===== src/rtl/scan_bank_pkg.sv =====
// Shared types and default sizes for the scan bank controller.
package scan_bank_pkg;
  localparam int WIDTH_DEF = 16;
  localparam int LEN_W_DEF = 5;

  typedef enum logic [1:0] {
    OP_NOP   = 2'b00,
    OP_CLEAR = 2'b01,
    OP_LOAD  = 2'b10,
    OP_SHIFT = 2'b11
  } op_e;

  typedef enum logic [2:0] {
    ST_IDLE = 3'd0,
    ST_CLR  = 3'd1,
    ST_LD   = 3'd2,
    ST_SHF  = 3'd3,
    ST_FIN  = 3'd4
  } state_e;
endpackage


===== src/rtl/scan_bank_ctrl_if.sv =====
// Command handshake between a requester and the scan bank controller.
interface scan_bank_ctrl_if #(
  parameter int WIDTH = 16,
  parameter int LEN_W = 5
);
  import scan_bank_pkg::*;

  logic             cmd_valid;
  logic             cmd_ready;
  op_e              cmd_op;
  logic [LEN_W-1:0] cmd_len;
  logic [WIDTH-1:0] pdata;

  modport master (output cmd_valid, output cmd_op, output cmd_len, output pdata, input cmd_ready);
  modport slave  (input cmd_valid, input cmd_op, input cmd_len, input pdata, output cmd_ready);
endinterface


===== src/rtl/scan_bank_ctrl_bank.sv =====
// Bank of mux-input flops: D0 parallel / D1 shift select, enable, synchronous clear.
module mux_ff_bank #(
  parameter int WIDTH = 16
) (
  input  logic             ck,
  input  logic             rst,
  input  logic             sp,
  input  logic             sd,
  input  logic             cd,
  input  logic [WIDTH-1:0] d0,
  input  logic             sin,
  output logic [WIDTH-1:0] q
);
  logic [WIDTH-1:0] d1;
  logic [WIDTH-1:0] d_sel;
  logic [WIDTH-1:0] q_reg;

  assign d1 = {q_reg[WIDTH-2:0], sin};

  for (genvar gi = 0; gi < WIDTH; gi++) begin : g_mux
    assign d_sel[gi] = sd ? d1[gi] : d0[gi];
  end

  // Clear outranks the enable so a simultaneous CD/SP still yields zero.
  always_ff @(posedge ck) begin
    if (rst || cd) begin
      q_reg <= '0;
    end else if (sp) begin
      q_reg <= d_sel;
    end
  end

  assign q = q_reg;
endmodule


===== src/rtl/scan_bank_ctrl.sv =====
// Command FSM and shift counter driving a mux_ff_bank; strobes decode from state only.
module scan_bank_ctrl
  import scan_bank_pkg::*;
#(
  parameter int WIDTH = WIDTH_DEF,
  parameter int LEN_W = LEN_W_DEF
) (
  input  logic             ck,
  input  logic             rst,
  scan_bank_ctrl_if.slave  cmd,
  input  logic             sin,
  output logic             sout,
  output logic [WIDTH-1:0] q,
  output logic             sp,
  output logic             sd,
  output logic             cd,
  output logic             done,
  output logic             busy
);
  state_e           state_reg, state_next;
  logic [LEN_W-1:0] cnt_reg, cnt_next;
  logic [WIDTH-1:0] pdata_reg, pdata_next;
  logic             accept;

  assign cmd.cmd_ready = (state_reg == ST_IDLE) && !rst;
  assign accept        = cmd.cmd_valid && cmd.cmd_ready;

  always_comb begin
    state_next = state_reg;
    cnt_next   = cnt_reg;
    pdata_next = pdata_reg;
    case (state_reg)
      ST_IDLE: begin
        if (accept) begin
          pdata_next = cmd.pdata;
          case (cmd.cmd_op)
            OP_NOP:   state_next = ST_FIN;
            OP_CLEAR: state_next = ST_CLR;
            OP_LOAD:  state_next = ST_LD;
            OP_SHIFT: begin
              if (cmd.cmd_len == '0) begin
                state_next = ST_FIN;
              end else begin
                state_next = ST_SHF;
                cnt_next   = cmd.cmd_len;
              end
            end
            default:  state_next = ST_FIN;
          endcase
        end
      end
      ST_CLR:  state_next = ST_FIN;
      ST_LD:   state_next = ST_FIN;
      ST_SHF: begin
        // The count holds the shift cycles left including the current one.
        if (cnt_reg == LEN_W'(1)) begin
          state_next = ST_FIN;
          cnt_next   = '0;
        end else begin
          cnt_next = cnt_reg - LEN_W'(1);
        end
      end
      ST_FIN:  state_next = ST_IDLE;
      default: state_next = ST_IDLE;
    endcase
  end

  always_ff @(posedge ck) begin
    if (rst) begin
      state_reg <= ST_IDLE;
      cnt_reg   <= '0;
      pdata_reg <= '0;
    end else begin
      state_reg <= state_next;
      cnt_reg   <= cnt_next;
      pdata_reg <= pdata_next;
    end
  end

  assign sp   = (state_reg == ST_LD) || (state_reg == ST_SHF);
  assign sd   = (state_reg == ST_SHF);
  assign cd   = (state_reg == ST_CLR);
  assign done = (state_reg == ST_FIN);
  assign busy = (state_reg != ST_IDLE);

  mux_ff_bank #(.WIDTH(WIDTH)) u_bank (
    .ck  (ck),
    .rst (rst),
    .sp  (sp),
    .sd  (sd),
    .cd  (cd),
    .d0  (pdata_reg),
    .sin (sin),
    .q   (q)
  );

  assign sout = q[WIDTH-1];
endmodule


===== src/flat_wrapper.sv =====
// flat-port wrapper written by rule: the top's interface ports become plain ports
module scan_bank_ctrl_flat import scan_bank_pkg::*;
#(
  parameter int WIDTH = WIDTH_DEF,
  parameter int LEN_W = LEN_W_DEF
)
  (ck, rst, sin, sout, q, sp, sd, cd, done, busy, cmd_cmd_valid, cmd_cmd_op, cmd_cmd_len, cmd_pdata, cmd_cmd_ready);
  scan_bank_ctrl_if #(.WIDTH(WIDTH), .LEN_W(LEN_W)) cmd_i ();
  input  logic ck;
  input  logic rst;
  input  logic sin;
  output logic sout;
  output logic [WIDTH-1:0] q;
  output logic sp;
  output logic sd;
  output logic cd;
  output logic done;
  output logic busy;
  input wire logic [$bits(cmd_i.cmd_valid)-1:0] cmd_cmd_valid;
  input wire logic [$bits(cmd_i.cmd_op)-1:0] cmd_cmd_op;
  input wire logic [$bits(cmd_i.cmd_len)-1:0] cmd_cmd_len;
  input wire logic [$bits(cmd_i.pdata)-1:0] cmd_pdata;
  output wire logic [$bits(cmd_i.cmd_ready)-1:0] cmd_cmd_ready;
  assign cmd_i.cmd_valid = cmd_cmd_valid;
  assign cmd_i.cmd_op = cmd_cmd_op;
  assign cmd_i.cmd_len = cmd_cmd_len;
  assign cmd_i.pdata = cmd_pdata;
  assign cmd_cmd_ready = cmd_i.cmd_ready;
  scan_bank_ctrl #(.WIDTH(WIDTH), .LEN_W(LEN_W)) u_core (.ck(ck), .rst(rst), .cmd(cmd_i), .sin(sin), .sout(sout), .q(q), .sp(sp), .sd(sd), .cd(cd), .done(done), .busy(busy));
endmodule

===== config.mk =====
export PLATFORM = sky130hd
export DESIGN_NAME = scan_bank_ctrl_flat
export DESIGN_NICKNAME = d
export VERILOG_FILES = /design/src/rtl/scan_bank_pkg.sv /design/src/rtl/scan_bank_ctrl_if.sv /design/src/rtl/scan_bank_ctrl_bank.sv /design/src/rtl/scan_bank_ctrl.sv /design/src/flat_wrapper.sv
export SDC_FILE = /design/constraint.sdc
export NUM_CORES = 1
export LEC_CHECK = 0
export CORE_MARGIN = 2
export CORE_UTILIZATION = 40
export CTS_BUF_LIST = sky130_fd_sc_hd__clkbuf_4 sky130_fd_sc_hd__clkbuf_8
export DETAILED_ROUTE_END_ITERATION = 8
export GPL_ROUTABILITY_DRIVEN = 0
export MAX_ROUTING_LAYER = met4
export PLACE_DENSITY = 0.79
export SYNTH_ARGS = -nofsm -noshare
export SYNTH_HDL_FRONTEND = slang
export SYNTH_SLANG_ARGS = --single-unit
export TNS_END_PERCENT = 100

===== constraint.sdc =====
create_clock -name ck -period 5.3 [get_ports ck]
set_clock_uncertainty 0.2 [all_clocks]
set_input_delay 0.53 -clock ck [delete_from_list [all_inputs] [get_ports ck]]
set_output_delay 0.53 -clock ck [all_outputs]
set_load 0.01 [all_outputs]

==> results.json, run 1 <==
{
  "run_status": "completed",
  "worst_setup_hold_path_clk_slew_ns": 0.07,
  "synth_fa_ha_area_share_pct": 1.362,
  "post_synth_inst_count": 212,
  "period_share_pct": 55.26,
  "final_cell_count_no_fill": 307,
  "total_switching_power_mw": 0.1919,
  "ys_seq_area_share_pct": 43.60,
  "p_seq_share_pct": 48.2,
  "mappedNetlistArea_um2": 1837,
  "final_hold_viol_count": 0,
  "finalSetupViolCount": 0,
  "clock_insertion_delay_worst_skew_ns": 0.28,
  "initial_core_util_pct": 41.89,
  "chipHeight_um": 71.77,
  "timing_max_transition_violations_final": 0,
  "tritoncts.num_buffers": 5,
  "clock.fmax_mhz": 341.4,
  "yosysWarningCount": 0,
  "unrepaired_setup_endpoints_after_global_routing": "no",
  "boundaryPins": 50,
  "required_ns": 4.57,
  "cts_tree": "built",
  "layout-area-overhead-vs-synth_pct": 32.36,
  "worst-slew-pin-transition_ns": 0.8820,
  "synth_cell_type_count": 36,
  "drc": 0,
  "synth.ff_latch_count": 40,
  "hold_ws_ns": 0.2555,
  "design.final.nets": 284,
  "mappedNetlistNets": 241,
  "totalWireLength_um": 4088,
  "cts.path.max_buffers": 2,
  "power.density_nw_per_um2": 291.8,
  "worst_setup_path_end_kind": "output port",
  "route.detailed.vias_per_inst": 5.381,
  "post_route_ant_nets": 0,
  "die_width_um": 71.77,
  "grt_pass1_wl_um": 6789,
  "hold_path_class": "reg2reg",
  "grt_pass1_vias": 1480,
  "layout-drive-gt1-share_pct": 5.882,
  "power.total_mw": 0.7093,
  "drt_pass1_iterations": 4,
  "max-vdd-ir-drop_v": 0.0001179,
  "critical_path_arrival_ns": 2.20,
  "critPathMostFrequentCell": "sky130_fd_sc_hd__clkdlybuf4s50_1",
  "pwr-share-clk_pct": 30.0,
  "timing.critical_path.cells": "clkdlybuf4s50_1, nor2_1, clkdlybuf4s50_1",
  "crit_path_leading_delay_family": "buffers and inverters",
  "holdBufCountCts": 0,
  "filler_cell_count": 417,
  "critPathLaunchType": "primary input",
  "critical_path.max_fanout": 24,
  "post_synth_and_or_nand_nor_area_fraction_pct": 19.89,
  "timing_worst_setup_path_type": "in2out",
  "postLayoutCellArea_um2": 2431,
  "dpl_worst_slack_ns": 2.352,
  "dpl_cell_area_um2": 2335,
  "postSynthAreaPerCell_um2": 8.664,
  "gr-usage-all-layers_pct": 17.36,
  "synth_mux_area_share_pct": 9.264,
  "internal_power_mw": 0.5174,
  "buffer_ports.inserted": 49,
  "crit_path_max_incr_delay_ns": 1.05,
  "critPathBufInv": 2,
  "worst_setup_slack_final_ns": 2.371,
  "synth_top_flop_cell": "sky130_fd_sc_hd__dfxtp_1",
  "p_sw_share_pct": 27.06,
  "post-place-cells": 300,
  "fp.dieArea_um2": 5150,
  "ctsHtreeMaxLevel": 2,
  "asyncSetResetFlopFracSynth_pct": 0,
  "pwr-share-comb_pct": 21.8,
  "hpwlAfterDp_um": 2962,
  "num_antenna_cells": 0,
  "cts_post_setup_buffers_inserted": 0,
  "cts_num_sinks": 40,
  "synth_enable_flop_cells": 0,
  "worst_slew_margin_rel_pct": 41.02,
  "cp_slowest_cell": "sky130_fd_sc_hd__clkdlybuf4s50_1",
  "std_cell_core_area_um2": 4384,
  "finish.utilization_pct": 55.45,
  "num_rows": 24,
  "grt_max_degree": 34,
  "drt-initial-drc-count": 116,
  "synth_top_family_by_area": "compound AO/OA/AOI/OAI gates",
  "grt-ovfl-total": 0,
  "synth-compound-area-share_pct": 20.37,
  "timing.final.crit_period_ns": 2.929,
  "max-cap-violations": 0,
  "antenna_found_initial": 0,
  "detailroute.via_count": 1652,
  "leakage_nw": 0.8316,
  "totalNegativeSetupSlack_ns": 0,
  "average_detailed_routed_wire_length_per_instance_um": 13.32,
  "synthXorXnorAreaFrac_pct": 0,
  "cts_repair_resize_count": 0,
  "root_buffer": "sky130_fd_sc_hd__clkbuf_8"
}
## worst register-to-register path, cell delays in order, from the launching register on
cell,delay [ns]
sky130_fd_sc_hd__dfxtp_1,0.39
sky130_fd_sc_hd__ha_1,0.23
sky130_fd_sc_hd__nor4b_1,0.66
sky130_fd_sc_hd__nor2_1,0.20
sky130_fd_sc_hd__a32oi_1,0.26
sky130_fd_sc_hd__o31ai_1,0.08
## metal layers
metal	GRT usage [%]	up-vias	part of all wire (%)
met5	-	-	0
met4	6.499	0	1.4
met3	4.923	4	4.7
met2	27.06	44	47
li1	-	839	-
met1	21.36	765	47
## kinds of logic (layout without fill, tap and decap cells)
family,Yosys count,after routing
fa+ha+maj,2,2
compound gates,54,54
simple gates,77,77
flops,40,40
buf+inv,22,65
mux,17,17
## layout by cell type (no fill, tap or decap)
cell / synthesis / routed
sky130_fd_sc_hd__a32oi_1: 1 / 1
sky130_fd_sc_hd__and3_1: 1 / 1
sky130_fd_sc_hd__inv_1: 6 / 6
sky130_fd_sc_hd__clkdlybuf4s50_1: 0 / 49
sky130_fd_sc_hd__a2111o_1: 2 / 2
sky130_fd_sc_hd__buf_4: 1 / 2
sky130_fd_sc_hd__ha_1: 2 / 2
sky130_fd_sc_hd__nor2b_2: 0 / 1
sky130_fd_sc_hd__a21o_1: 1 / 1
sky130_fd_sc_hd__nor3_2: 1 / 1
sky130_fd_sc_hd__nand3_1: 1 / 1
sky130_fd_sc_hd__nor2_1: 25 / 25
sky130_fd_sc_hd__and4b_1: 1 / 1
sky130_fd_sc_hd__clkbuf_8: 0 / 7
sky130_fd_sc_hd__nor4b_1: 1 / 1
sky130_fd_sc_hd__a211oi_1: 18 / 18
sky130_fd_sc_hd__a22oi_1: 1 / 1
sky130_fd_sc_hd__a2111oi_0: 3 / 3
sky130_fd_sc_hd__o31ai_1: 2 / 2
sky130_fd_sc_hd__nand3b_4: 1 / 1
sky130_fd_sc_hd__o21ai_0: 3 / 3
sky130_fd_sc_hd__nor3_1: 2 / 2
sky130_fd_sc_hd__nand3b_1: 2 / 2
sky130_fd_sc_hd__a31oi_1: 2 / 2
sky130_fd_sc_hd__a21oi_2: 1 / 1
sky130_fd_sc_hd__nor4_1: 4 / 4
sky130_fd_sc_hd__a31oi_2: 1 / 1
sky130_fd_sc_hd__or2_1: 2 / 2
sky130_fd_sc_hd__inv_2: 1 / 1
sky130_fd_sc_hd__mux2i_1: 17 / 17
sky130_fd_sc_hd__o311ai_1: 2 / 2
sky130_fd_sc_hd__a21oi_1: 17 / 17
sky130_fd_sc_hd__nand2_1: 32 / 32
sky130_fd_sc_hd__dfxtp_1: 40 / 40
sky130_fd_sc_hd__nor3b_1: 3 / 3
## power groups by stage
stage	registers (mW)	logic, mW	clock network [mW]
floorplan	0.347	0.0881	0
global placement	0.348	0.152	0
detailed placement	0.349	0.155	0
CTS	0.342	0.155	0.219
global route	0.346	0.169	0.231
finish	0.342	0.155	0.213
## layout make-up
class / count / area [um^2] / area share [%]
clock buffers: 7 / 96.34 / 3.963
inverters: 7 / 26.28 / 1.081
multi-input cells: 150 / 937.1 / 38.55
flip-flops and latches: 40 / 800.8 / 32.94
well taps: 52 / 65.06 / 2.676
repair buffers: 51 / 505.5 / 20.79
## synth_stat cells, drive strengths merged, types with 3 or more instances
library cell	count	share of area, %
dfxtp	40	44
nand2	32	6.5
nor2	25	5.1
a211oi	18	7.4
a21oi	18	5.1
mux2i	17	9.3
buf	8	2.7
clkbuf	7	1.4
inv	7	1.4
nor4	4	1.4
a2111oi	3	1.4
a31oi	3	1.4
nand3b	3	1.9
nor3	3	1.1
nor3b	3	1.2
o21ai	3	0.82
## final timing paths
kind / start / to / slack [ns] / depth (start not counted)
worst max-delay path: rst / cmd_cmd_ready / 2.37 / 3
worst min-delay path: u_core.pdata_reg[10]$_SDFFE_PP0P_ / u_core.pdata_reg[10]$_SDFFE_PP0P_ / 0.26 / 2
worst max register to register: u_core.cnt_reg[0]$_SDFFE_PP0P_ / u_core.cnt_reg[2]$_SDFFE_PP0P_ / 3.15 / 5
worst min register to register: u_core.pdata_reg[10]$_SDFFE_PP0P_ / u_core.pdata_reg[10]$_SDFFE_PP0P_ / 0.26 / 2
(Power assumes the default switching activity.)
==> run 2: changes to the inputs <==
--- a/config.mk
+++ b/config.mk
@@ -11,7 +11,7 @@
 export DETAILED_ROUTE_END_ITERATION = 8
 export GPL_ROUTABILITY_DRIVEN = 0
 export MAX_ROUTING_LAYER = met4
-export PLACE_DENSITY = 0.79
+export PLACE_DENSITY = 0.82
 export SYNTH_ARGS = -nofsm -noshare
 export SYNTH_HDL_FRONTEND = slang
 export SYNTH_SLANG_ARGS = --single-unit
==> constraint.sdc (replaced) <==
create_clock -name ck -period 2.3 [get_ports ck]
set_clock_uncertainty 0.2 [all_clocks]
set_input_delay 0.23 -clock ck [delete_from_list [all_inputs] [get_ports ck]]
set_output_delay 0.23 -clock ck [all_outputs]
set_load 0.01 [all_outputs]
==> results.json, run 2 (synthesis results as in run 1) <==
{
  "run_status": "completed",
  "critical_path.max_fanout": 4,
  "required_ns": 2.27,
  "drt_pass1_iterations": 4,
  "cts_tree": "built",
  "critical_path_arrival_ns": 2.09,
  "hp-start": "u_core.pdata_reg[0]$_SDFFE_PP0P_",
  "antenna_found_initial": 0,
  "worst_r2r_endpoint": "u_core.cnt_reg[2]$_SDFFE_PP0P_",
  "buffer_ports.inserted": 49,
  "unrepaired_setup_endpoints_after_global_routing": "no",
  "detailroute.via_count": 1686,
  "timing.critical_path.cells": "ha_1, nor4b_1, nor2_1, a32oi_1, o31ai_1",
  "final_hold_viol_count": 0,
  "dpl_cell_area_um2": 2365,
  "drt-initial-drc-count": 76,
  "power.density_nw_per_um2": 697.1,
  "layout-drive-gt1-share_pct": 8.077,
  "period_share_pct": 92.21,
  "ctsHtreeMaxLevel": 2,
  "max-cap-violations": 0,
  "power.total_mw": 1.732,
  "cts_num_sinks": 40,
  "startpoint_of_the_lowest_slack_register_to_register_path": "u_core.cnt_reg[0]$_SDFFE_PP0P_",
  "crit_path_max_incr_delay_ns": 0.68,
  "timing_worst_setup_path_type": "reg2reg",
  "worst_setup_path_end_kind": "flip-flop",
  "fp.dieArea_um2": 5150,
  "finish.utilization_pct": 56.68,
  "hpwlAfterDp_um": 3132,
  "rr_worst_depth": 5,
  "gr-usage-all-layers_pct": 18.33,
  "drc": 0,
  "cp_slowest_cell": "sky130_fd_sc_hd__nor4b_1",
  "boundaryPins": 50,
  "layout.cells.most_common": "sky130_fd_sc_hd__clkdlybuf4s50_1",
  "route.detailed.vias_per_inst": 5.404,
  "holdBufCountCts": 0,
  "initial_core_util_pct": 41.89,
  "root_buffer": "sky130_fd_sc_hd__clkbuf_8",
  "chipHeight_um": 71.77,
  "leakage_nw": 0.8592,
  "final_cell_mix": "49 x sky130_fd_sc_hd__clkdlybuf4s50_1, 40 x sky130_fd_sc_hd__dfxtp_1, 32 x sky130_fd_sc_hd__nand2_1",
  "cts_repair_resize_count": 0,
  "average_detailed_routed_wire_length_per_instance_um": 13.66,
  "layout-area-overhead-vs-synth_pct": 35.29,
  "grt_max_degree": 33,
  "worst_setup_hold_path_clk_slew_ns": 0.08,
  "totalWireLength_um": 4263,
  "design.final.nets": 288,
  "dpl_worst_slack_ns": 0.2410,
  "grt-ovfl-total": 0,
  "crit_path_leading_delay_family": "simple AND/OR/NAND/NOR gates",
  "worst_slew_margin_rel_pct": 45.24,
  "totalNegativeSetupSlack_ns": 0,
  "num_antenna_cells": 0,
  "ff2ff_setup_slack_ns": 0.18,
  "clock.fmax_mhz": 471.5,
  "std_cell_core_area_um2": 4384,
  "hold_path_class": "reg2reg",
  "cts_post_setup_buffers_inserted": 0,
  "post_route_ant_nets": 0,
  "tritoncts.num_buffers": 5,
  "timing_max_transition_violations_final": 0,
  "critPathBufInv": 0,
  "clock_insertion_delay_worst_skew_ns": 0.29,
  "worst_setup_slack_final_ns": 0.1792,
  "critPathLaunchType": "flip-flop",
  "worst-slew-pin-transition_ns": 0.8101,
  "timing.final.crit_period_ns": 2.121,
  "max-vdd-ir-drop_v": 0.0004286,
  "filler_cell_count": 395,
  "grt_pass1_wl_um": 7224,
  "num_rows": 24,
  "grt_pass1_vias": 1580,
  "min_to": "u_core.pdata_reg[0]$_SDFFE_PP0P_",
  "postLayoutCellArea_um2": 2485,
  "finalSetupViolCount": 0,
  "die_width_um": 71.77,
  "cts.path.max_buffers": 2,
  "hold_depth": 2
}
==> run 2: cell count changes in the layout (fill, tap and decap cells not counted) <==
cell and delta:
sky130_fd_sc_hd__bufinv_16 +1, sky130_fd_sc_hd__inv_6 +1, sky130_fd_sc_hd__buf_4 +4, sky130_fd_sc_hd__clkinvlp_4 +1, sky130_fd_sc_hd__nor3b_2 +1, sky130_fd_sc_hd__clkbuf_8 -2
sky130_fd_sc_hd__nor3b_1 -1
==> run 2: tightest hold or removal path: cells and delay by family, from the launching register on <==
family	cells	cell delay (ns)
AND/OR/NAND/NOR	1	0.05
AO/OA/AOI/OAI	1	0.05
flip-flops	1	0.31
==> run 2: layout make-up <==
class                   count  area, um^2  share of cell area (%)
clock buffers               5       68.82                   2.769
clock inverters             3       46.29                   1.863
inverters                   7       26.28                   1.057
multi-input cells         150       942.2                   37.92
flip-flops and latches     40       800.8                   32.23
well taps                  52       65.06                   2.618
repair buffers             55       535.5                   21.55
==> run 2: report_power, final <==
group | total (mW) | internal [mW] | switching (mW)
Sequential | 0.789 | 0.743 | 0.0460
Combinational | 0.367 | 0.190 | 0.177
Clock | 0.577 | 0.327 | 0.250
Total | 1.73 | 1.26 | 0.473
==> run 2: per-layer routing <==
metal / up-vias / part of all wire (%) / track usage [%]
li1: 855 / - / -
met3: 11 / 6.4 / 4.079
met1: 760 / 44 / 21.99
met4: 0 / 2.9 / 7.966
met5: - / 0 / -
met2: 60 / 47 / 29.53
==> run 2: metrics by stage <==
stage / hold slack (ns) / cells
detailed placement: 0.2487 / 304
CTS: 0.2593 / 312
global route: 0.2833 / 312
floorplan: 0.1343 / 212
finish: 0.2578 / 312
global placement: 0.2425 / 304
==> run 2: worst max-delay path by stage <==
stage                     cells past startpoint                              from                                to  slack (ns)
after floorplan                               5  u_core.state_reg[0]$_SDFFE_PP0P_  u_core.u_bank.q[10]$_SDFFE_PP0P_        0.54
after global placement                        5                     cmd_cmd_op[0]    u_core.cnt_reg[3]$_SDFFE_PP0P_        0.35
after detailed placement                      6                    cmd_cmd_len[2]    u_core.cnt_reg[0]$_SDFFE_PP0P_        0.24
after CTS                                     2  u_core.state_reg[0]$_SDFFE_PP0P_                                cd         0.1
after global routing                          6    u_core.cnt_reg[1]$_SDFFE_PP0P_    u_core.cnt_reg[3]$_SDFFE_PP0P_        0.03
final                                         5    u_core.cnt_reg[0]$_SDFFE_PP0P_    u_core.cnt_reg[2]$_SDFFE_PP0P_        0.18
==> run 3: changes to the inputs <==
--- a/config.mk
+++ b/config.mk
@@ -10,8 +10,10 @@
 export CTS_BUF_LIST = sky130_fd_sc_hd__clkbuf_4 sky130_fd_sc_hd__clkbuf_8
 export DETAILED_ROUTE_END_ITERATION = 8
 export GPL_ROUTABILITY_DRIVEN = 0
+export GPL_TIMING_DRIVEN = 0
 export MAX_ROUTING_LAYER = met4
 export PLACE_DENSITY = 0.82
+export SLEW_MARGIN = 10
 export SYNTH_ARGS = -nofsm -noshare
 export SYNTH_HDL_FRONTEND = slang
 export SYNTH_SLANG_ARGS = --single-unit
==> results.json, run 3 (synthesis results as in run 1) <==
{
  "multiInputGateArea_um2": 940.9,
  "timing.final.crit_period_ns": 2.274,
  "timing.critical_path.cells": "clkdlybuf4s50_1, clkbuf_1, nor2_1, clkdlybuf4s50_1",
  "worst_setup_slack_final_ns": 0.02629,
  "die_width_um": 71.77,
  "gr-usage-all-layers_pct": 18.16,
  "hold_ws_ns": 0.2564,
  "clock.fmax_mhz": 439.8,
  "chipHeight_um": 71.77,
  "antenna_found_initial": 0,
  "boundaryPins": 50,
  "critical_path.max_fanout": 10,
  "grt-ovfl-total": 0,
  "holdBufCountCts": 0,
  "dpl_cell_area_um2": 2392,
  "required_ns": 1.87,
  "grt_max_degree": 12,
  "grt_pass1_wl_um": 7272,
  "cts_tree": "built",
  "detailroute.via_count": 1695,
  "cts_num_sinks": 40,
  "crit_path_max_incr_delay_ns": 0.59,
  "worst_slew_margin_rel_pct": 51.52,
  "finalSetupViolCount": 0,
  "clock_insertion_delay_worst_skew_ns": 0.28,
  "finish.utilization_pct": 56.88,
  "worst_r2r_endpoint": "u_core.cnt_reg[0]$_SDFFE_PP0P_",
  "run_status": "completed",
  "layout.cells.most_common": "sky130_fd_sc_hd__clkdlybuf4s50_1",
  "rr_worst_depth": 5,
  "unrepaired_setup_endpoints_after_global_routing": "yes",
  "hpwlAfterDp_um": 3166,
  "buffer_ports.inserted": 49,
  "totalWireLength_um": 4189,
  "postLayoutCellArea_um2": 2494,
  "power.density_nw_per_um2": 643.7,
  "hold_path_class": "reg2reg",
  "drt_pass1_iterations": 4,
  "average_detailed_routed_wire_length_per_instance_um": 13.09,
  "final_hold_viol_count": 0,
  "tritoncts.num_buffers": 5,
  "layout-drive-gt1-share_pct": 8.582,
  "post_route_ant_nets": 0,
  "startpoint_of_the_lowest_slack_register_to_register_path": "u_core.cnt_reg[0]$_SDFFE_PP0P_",
  "max-vdd-ir-drop_v": 0.0004507,
  "min_to": "u_core.pdata_reg[4]$_SDFFE_PP0P_",
  "worst-slew-pin-transition_ns": 0.7170,
  "filler_cell_count": 401,
  "timing_max_transition_violations_final": 0,
  "leakage_nw": 0.9086,
  "worst_setup_path_end_kind": "output port",
  "dpl_worst_slack_ns": -0.005061,
  "ff2ff_setup_slack_ns": 0.21,
  "initial_core_util_pct": 41.89,
  "cts.path.max_buffers": 2,
  "final_cell_mix": "47 x sky130_fd_sc_hd__clkdlybuf4s50_1, 39 x sky130_fd_sc_hd__dfxtp_1, 32 x sky130_fd_sc_hd__nand2_1",
  "layout.area.seq_um2": 802.0,
  "ctsHtreeMaxLevel": 2,
  "critPathLaunchType": "primary input",
  "route.detailed.vias_per_inst": 5.297,
  "max-cap-violations": 0,
  "fp.dieArea_um2": 5150,
  "totalNegativeSetupSlack_ns": 0,
  "grt_pass1_vias": 1582,
  "drc": 0,
  "crit_path_leading_delay_family": "buffers and inverters",
  "root_buffer": "sky130_fd_sc_hd__clkbuf_8",
  "timing_worst_setup_path_type": "in2out",
  "num_antenna_cells": 0,
  "hold_depth": 2,
  "num_rows": 24,
  "period_share_pct": 98.86,
  "final_cell_count_no_fill": 320,
  "worst_setup_hold_path_clk_slew_ns": 0.07,
  "critPathBufInv": 3,
  "drt-initial-drc-count": 85,
  "critPathMostFrequentCell": "sky130_fd_sc_hd__clkdlybuf4s50_1",
  "power.total_mw": 1.605,
  "hp-start": "u_core.pdata_reg[4]$_SDFFE_PP0P_",
  "critical_path_arrival_ns": 1.84,
  "layout-area-overhead-vs-synth_pct": 35.76,
  "std_cell_core_area_um2": 4384,
  "cp_slowest_cell": "sky130_fd_sc_hd__clkdlybuf4s50_1",
  "design.final.nets": 297,
  "post-place-cells": 313
}
[run 3: where the power goes]
group,switching [mW],internal [mW]
combinational,0.182,0.196
clock,0.224,0.218
sequential,0.0420,0.743
total,0.448,1.16
[run 3: worst max path at each step]
| stage | from | cells after the start | endpoint | slack, ns |
|---|---|---|---|---|
| 4_1_cts | rst | 4 | cmd_cmd_ready | 0.009 |
| 5_1_grt | rst | 4 | cmd_cmd_ready | -0.07 |
| 3_5_place_dp | u_core.state_reg[1]$_SDFFE_PP0P_ | 5 | sp | -0.005 |
| 3_3_place_gp | u_core.state_reg[1]$_SDFFE_PP0P_ | 5 | sp | 0.001 |
| 2_1_floorplan | u_core.state_reg[0]$_SDFFE_PP0P_ | 5 | u_core.u_bank.q[10]$_SDFFE_PP0P_ | 0.54 |
| 6_report | rst | 4 | cmd_cmd_ready | 0.03 |
[run 3: cell type report]
| class | count | share of cell area, % |
|---|---|---|
| clock inverters | 1 | 0.2007 |
| flip-flops and latches | 40 | 32.16 |
| repair buffers | 49 | 19.87 |
| clock buffers | 6 | 3.061 |
| multi-input cells | 150 | 37.73 |
| well taps | 52 | 2.609 |
| plain buffers | 15 | 3.312 |
| inverters | 7 | 1.054 |
[run 3: repair_timing]
action                     in CTS  in global routing
gates resized for setup         4                  5
buffers inserted                0                  0
setup endpoints to repair       1                  3
[run 3: metal layers]
| metal | global-route usage [%] | vias to the layer above | wire length [um] |
|---|---|---|---|
| li1 | - | 872 | - |
| met1 | 23.95 | 783 | 1988 |
| met2 | 28.40 | 35 | 1962 |
| met3 | 3.938 | 5 | 186 |
| met4 | 4.612 | 0 | 52 |
| met5 | - | - | 0 |
[run 3: worst min-delay path: stages (launching register included)]
cell and delay [ns]:
sky130_fd_sc_hd__dfxtp_1 0.31, sky130_fd_sc_hd__nand2_1 0.05, sky130_fd_sc_hd__a21oi_1 0.05
